--- config.mk ---
export PLATFORM = sky130hd
export DESIGN_NAME = cpu_step_controller
export DESIGN_NICKNAME = d
export VERILOG_FILES = /design/src/rtl/cpu_ctrl_pkg.sv /design/src/rtl/edge_detect.sv /design/src/rtl/cpu_step_controller.sv
export SDC_FILE = /design/constraint.sdc
export NUM_CORES = 1
export LEC_CHECK = 0
export CORE_ASPECT_RATIO = 0.6
export CORE_MARGIN = 4
export CORE_UTILIZATION = 55
export DETAILED_ROUTE_END_ITERATION = 10
export PLACE_DENSITY = 0.89
export REMOVE_ABC_BUFFERS = 1
export SYNTH_ARGS = -nofsm -noshare
export SYNTH_HDL_FRONTEND = slang
export SYNTH_HIERARCHICAL = 1
export SYNTH_SLANG_ARGS = --single-unit
--- constraint.sdc ---
create_clock -name i_CLK -period 6.3 [get_ports i_CLK]
set_input_delay 1.26 -clock i_CLK [delete_from_list [all_inputs] [get_ports i_CLK]]
set_output_delay 1.26 -clock i_CLK [all_outputs]
set_load 0.01 [all_outputs]
--- src/rtl/cpu_ctrl_pkg.sv ---
// Shared definitions for the core step controller: state encoding and default widths.
package cpu_ctrl_pkg;

   localparam int unsigned DEF_PC_W       = 8;
   localparam int unsigned DEF_CNT_W      = 16;
   localparam int unsigned DEF_RST_CYCLES = 16;

   typedef enum logic [1:0] {
      ST_HOLD  = 2'd0,
      ST_IDLE  = 2'd1,
      ST_RUN   = 2'd2,
      ST_BREAK = 2'd3
   } state_e;

endpackage : cpu_ctrl_pkg

--- src/rtl/edge_detect.sv ---
// Registered rising-edge detector: a level first sampled high yields a one-cycle
// o_rise during the following cycle.
module edge_detect (
   input  logic clk,
   input  logic rst_n,
   input  logic i_level,
   output logic o_rise
);

   logic prev_q;
   logic rise_q;
   logic rise_d;

   always_comb begin
      rise_d = i_level & ~prev_q;
   end

   always_ff @(posedge clk or negedge rst_n) begin
      if (!rst_n) begin
         prev_q <= 1'b0;
         rise_q <= 1'b0;
      end else begin
         prev_q <= i_level;
         rise_q <= rise_d;
      end
   end

   assign o_rise = rise_q;

endmodule : edge_detect

--- src/rtl/cpu_step_controller.sv ---
// Core sequencer: turns debounced front-panel controls into a one-cycle core clock
// enable and a held core reset, with single-step, free-run and breakpoint halt.
module cpu_step_controller
   import cpu_ctrl_pkg::*;
#(
   parameter int unsigned PC_W       = DEF_PC_W,
   parameter int unsigned CNT_W      = DEF_CNT_W,
   parameter int unsigned RST_CYCLES = DEF_RST_CYCLES
) (
   input  logic             i_CLK,
   input  logic             i_RST_n,
   input  logic             i_Step,
   input  logic             i_Run,
   input  logic             i_PCReset,
   input  logic [CNT_W-1:0] i_Period,
   input  logic             i_BreakEn,
   input  logic [PC_W-1:0]  i_BreakPC,
   input  logic [PC_W-1:0]  i_PC,
   output logic             o_CPU_CE,
   output logic             o_CPU_RST,
   output logic             o_Running,
   output logic             o_Halted,
   output logic [CNT_W-1:0] o_InstrCount
);

   localparam int unsigned HOLD_W = (RST_CYCLES > 1) ? $clog2(RST_CYCLES) : 1;
   localparam logic [HOLD_W-1:0] HOLD_INIT = HOLD_W'(RST_CYCLES - 1);

   state_e             state_q,   state_d;
   logic [HOLD_W-1:0]  hold_q,    hold_d;
   logic [CNT_W-1:0]   period_q,  period_d;
   logic [CNT_W-1:0]   count_q,   count_d;
   logic               skip_q,    skip_d;
   logic               ce_q,      ce_d;
   logic               rst_q,     rst_d;
   logic               running_q, running_d;
   logic               halted_q,  halted_d;

   logic step_rise;
   logic run_rise;
   logic pcr_rise;
   logic break_hit_c;

   edge_detect u_step_edge (.clk(i_CLK), .rst_n(i_RST_n), .i_level(i_Step),    .o_rise(step_rise));
   edge_detect u_run_edge  (.clk(i_CLK), .rst_n(i_RST_n), .i_level(i_Run),     .o_rise(run_rise));
   edge_detect u_pcr_edge  (.clk(i_CLK), .rst_n(i_RST_n), .i_level(i_PCReset), .o_rise(pcr_rise));

   // skip lets the first run pulse execute the instruction sitting on the breakpoint
   assign break_hit_c = i_BreakEn && (i_PC == i_BreakPC) && !skip_q;

   always_comb begin
      state_d  = state_q;
      hold_d   = hold_q;
      period_d = period_q;
      skip_d   = skip_q;
      ce_d     = 1'b0;

      if (pcr_rise) begin
         state_d = ST_HOLD;
         hold_d  = HOLD_INIT;
         skip_d  = 1'b0;
      end else begin
         case (state_q)
            ST_HOLD: begin
               if (hold_q == '0) begin
                  state_d = ST_IDLE;
               end else begin
                  hold_d = hold_q - HOLD_W'(1);
               end
            end
            ST_IDLE: begin
               if (run_rise) begin
                  state_d  = ST_RUN;
                  period_d = i_Period;
                  skip_d   = 1'b1;
               end else if (step_rise) begin
                  ce_d = 1'b1;
               end
            end
            ST_RUN: begin
               if (run_rise) begin
                  state_d = ST_IDLE;
               end else if (period_q == '0) begin
                  period_d = i_Period;
                  if (break_hit_c) begin
                     state_d = ST_BREAK;
                  end else begin
                     ce_d   = 1'b1;
                     skip_d = 1'b0;
                  end
               end else begin
                  period_d = period_q - CNT_W'(1);
               end
            end
            ST_BREAK: begin
               if (run_rise) begin
                  state_d  = ST_RUN;
                  period_d = i_Period;
                  skip_d   = 1'b1;
               end else if (step_rise) begin
                  ce_d    = 1'b1;
                  state_d = ST_IDLE;
               end
            end
            default: begin
               state_d = ST_HOLD;
               hold_d  = HOLD_INIT;
            end
         endcase
      end

      rst_d     = (state_d == ST_HOLD);
      running_d = (state_d == ST_RUN);
      halted_d  = (state_d == ST_BREAK);

      if (state_d == ST_HOLD) begin
         count_d = '0;
      end else if (ce_d) begin
         count_d = count_q + CNT_W'(1);
      end else begin
         count_d = count_q;
      end
   end

   always_ff @(posedge i_CLK or negedge i_RST_n) begin
      if (!i_RST_n) begin
         state_q   <= ST_HOLD;
         hold_q    <= HOLD_INIT;
         period_q  <= '0;
         count_q   <= '0;
         skip_q    <= 1'b0;
         ce_q      <= 1'b0;
         rst_q     <= 1'b1;
         running_q <= 1'b0;
         halted_q  <= 1'b0;
      end else begin
         state_q   <= state_d;
         hold_q    <= hold_d;
         period_q  <= period_d;
         count_q   <= count_d;
         skip_q    <= skip_d;
         ce_q      <= ce_d;
         rst_q     <= rst_d;
         running_q <= running_d;
         halted_q  <= halted_d;
      end
   end

   assign o_CPU_CE     = ce_q;
   assign o_CPU_RST    = rst_q;
   assign o_Running    = running_q;
   assign o_Halted     = halted_q;
   assign o_InstrCount = count_q;

endmodule : cpu_step_controller

==> run metrics <==
Worst Hold Class reg -> reg; WL per Instance around 16 um; synth top area cells dfrtp_1 (42%), o21ai_0 (5.5%), a21oi_1 (5.3%); vias per cell slightly below 6; area leader, netlist dfrtp_1; CTS Root Buffer Type clkbuf_8; Placed Cells 398; commonest cells in the netlist dfrtp_1 (44), nor2_1 (31), o21ai_0 (29); # port buffers 57; Top FF cell, synth dfrtp_1; num ports between 50 and 60; status complete, no violations; Antenna Cells 0; clock buffer depth 2; fillers roughly 360; worst skew pair latency ~300 ps; pin count of the biggest net entering global routing 50; Routed Antenna Nets 0; worst-path maximum fanout 13; initial antenna violation count 0; first-pass detailed-route iteration total 5; cts repair resizes 0; crit path DAT between 3000 and 4000 ps; CTS tree done; worst slew pin tran around 1100 ps; Core Area 0.00461 mm2; Die Width between 90 and 100 um; GR Util met3 roughly 5.0%; CTS Buf Count 5; met1 Usage GRT around a third; post-synthesis instance total roughly 290; fin nets ~380; critical path class in -> reg; first-pass GRT wire length 10.9 mm; Peak VDD IR ~0.00018 V; Layout area overhead 25.5%; Post CTS Setup Buffer Count 0; CTS clock-pin slew for the worst setup and hold paths approximately 80 ps; worst endpoint required time 6510 ps; Tot GR Track Use around 23%; Final Hold Fails 0; non-filler cells, final approximately 410; shortest period the worst path allows 3320 ps; Post-synth ARST share 100%; full die area 0.00603 mm2; period utilisation layout between 50% and 60%; flops & latches, synth 49; startpoint type of the worst setup path input pin; setup TNS 0 ps; Final Wtd Congestion between 0.8 and 0.9; syn avg cell area 9.20 um2; Starting Density a little under three fifths; final setup fails 0; grt peak-use layer met2; Rows 19; Peak Freq ~0.3 GHz; crit end category flop; Synth Cell Area roughly 0.0026 mm2; H-tree Lvls 2; met2 usage in global routing between 30 and 40%; YS warnings 6; count leader, synth dfrtp_1; DRT Wirelength 6.39 mm; vias in the first global route between 2000 and 2500; detailed placement HPWL ~4.7 mm; PwrDens between 200 and 300 mW/mm2; post-cts hold buffer count 0; synth unique cells 56; number of flops mapped to enable cells by yosys 0; max-cap violations 0; max_slew headroom between 20 and 30%; Setup Skew just over 10 ps; register area share after synthesis a little under half; DR vias 2406; DRC viols 0; CTS sink cnt a little under 50; Pleak around 1.3 nW; RSZ-0062 raised after global routing false; Die Y 61.8 um; gr ovfl total 0; initial drt markers between 150 and 200; top-area cell type share of the netlist area between 40% and 50%; share of cells above drive strength 1 8.16%; Slew Viols, Final 0
## state kept, by name, summed over array words and instances, names as in the netlist, 2 cells and up
signal	cells
o_InstrCount	16
state_q	2
period_q	16
hold_q	4
## final timing paths
| kind | cells past startpoint | slack, ps | end | start |
|---|---|---|---|---|
| min in group asynchronous | 1 | 1160 | period_q[7] | i_RST_n |
| hold / removal | 1 | 450 | u_step_edge/o_rise | u_step_edge/prev_q |
| setup / recovery | 7 | 2980 | o_InstrCount[15] | i_BreakPC[7] |
| setup reg to reg | 8 | 3580 | o_InstrCount[15] | period_q[0] |
| hold reg to reg | 1 | 450 | u_step_edge/o_rise | u_step_edge/prev_q |
| max in group asynchronous | 1 | 4490 | o_InstrCount[2] | i_RST_n |
## cell families (layout without fill, tap and decap cells)
group,after synthesis,after routing,synth area share [%]
multiplexers,2,2,0.756
adder cells (fa/ha/maj),3,3,1.42
AO/OA/AOI/OAI,79,79,18.1
buffers and inverters,25,80,4.16
XOR/XNOR,12,12,3.97
flip-flops,49,49,46.5
AND/OR/NAND/NOR,118,118,25.1
## where the power goes
group / switching [mW] / total (mW) / internal, mW
logic: 0.174 / 0.282 / 0.108
registers: 0.0739 / 0.456 / 0.382
clock network: 0.0962 / 0.175 / 0.0791
## cell usage in the layout, fill, tap and decap left out, types with 3 or more instances in the layout
| cell type | Yosys | layout |
|---|---|---|
| ha_1 | 3 | 3 |
| clkbuf_8 | 0 | 5 |
| nor4_1 | 6 | 6 |
| xor2_1 | 9 | 9 |
| nor3_1 | 8 | 8 |
| nor2b_4 | 3 | 3 |
| clkbuf_1 | 7 | 3 |
| o21ai_0 | 29 | 29 |
| nand3_1 | 11 | 11 |
| xnor2_1 | 3 | 3 |
| nand2_1 | 24 | 24 |
| nand4_1 | 3 | 3 |
| dfstp_2 | 5 | 5 |
| nor2_1 | 31 | 31 |
| clkdlybuf4s50_1 | 0 | 56 |
| dfrtp_1 | 44 | 44 |
| inv_1 | 14 | 14 |
| a21oi_1 | 28 | 28 |
| a211oi_1 | 3 | 3 |
| or3_1 | 10 | 10 |
## routing by layer
metal | wire, um | vias to the layer above
li1 | - | 1137
met1 | 2960 | 1157
met2 | 2890 | 104
met3 | 475 | 8
met4 | 72 | 0
met5 | 0 | -
## metrics by stage
step	instance area, um2	worst slack [ps]	hold WS [ps]	utilization [%]	power (mW)
final	3320	2980	449	72.1	0.914
after global routing	3320	2680	465	72.1	0.973
after CTS	3320	2980	451	72.1	0.911
after detailed placement	3240	2670	444	70.3	0.735
after global placement	3240	2790	430	70.3	0.718
after floorplan	2590	3610	429	-	0.623
## layout make-up
type                            instances  area (um2)  area share [%]
Clock buffer                            8        80.1            2.41
Tap cell                               63        78.8            2.37
Sequential cell                        49        1230            37.1
Timing Repair Buffer                   58         573            17.2
Multi-Input combinational cell        214        1310            39.3
Inverter                               14        52.6            1.58
## critical path, stage by stage
cell	delay, ps
clkdlybuf4s50_1	410
xor2_1	160
nor4_1	590
a311oi_2	280
o2111ai_2	500
o21ai_0	170
a21oi_1	150
No activity file was read; power rests on OpenSTA's default activity.
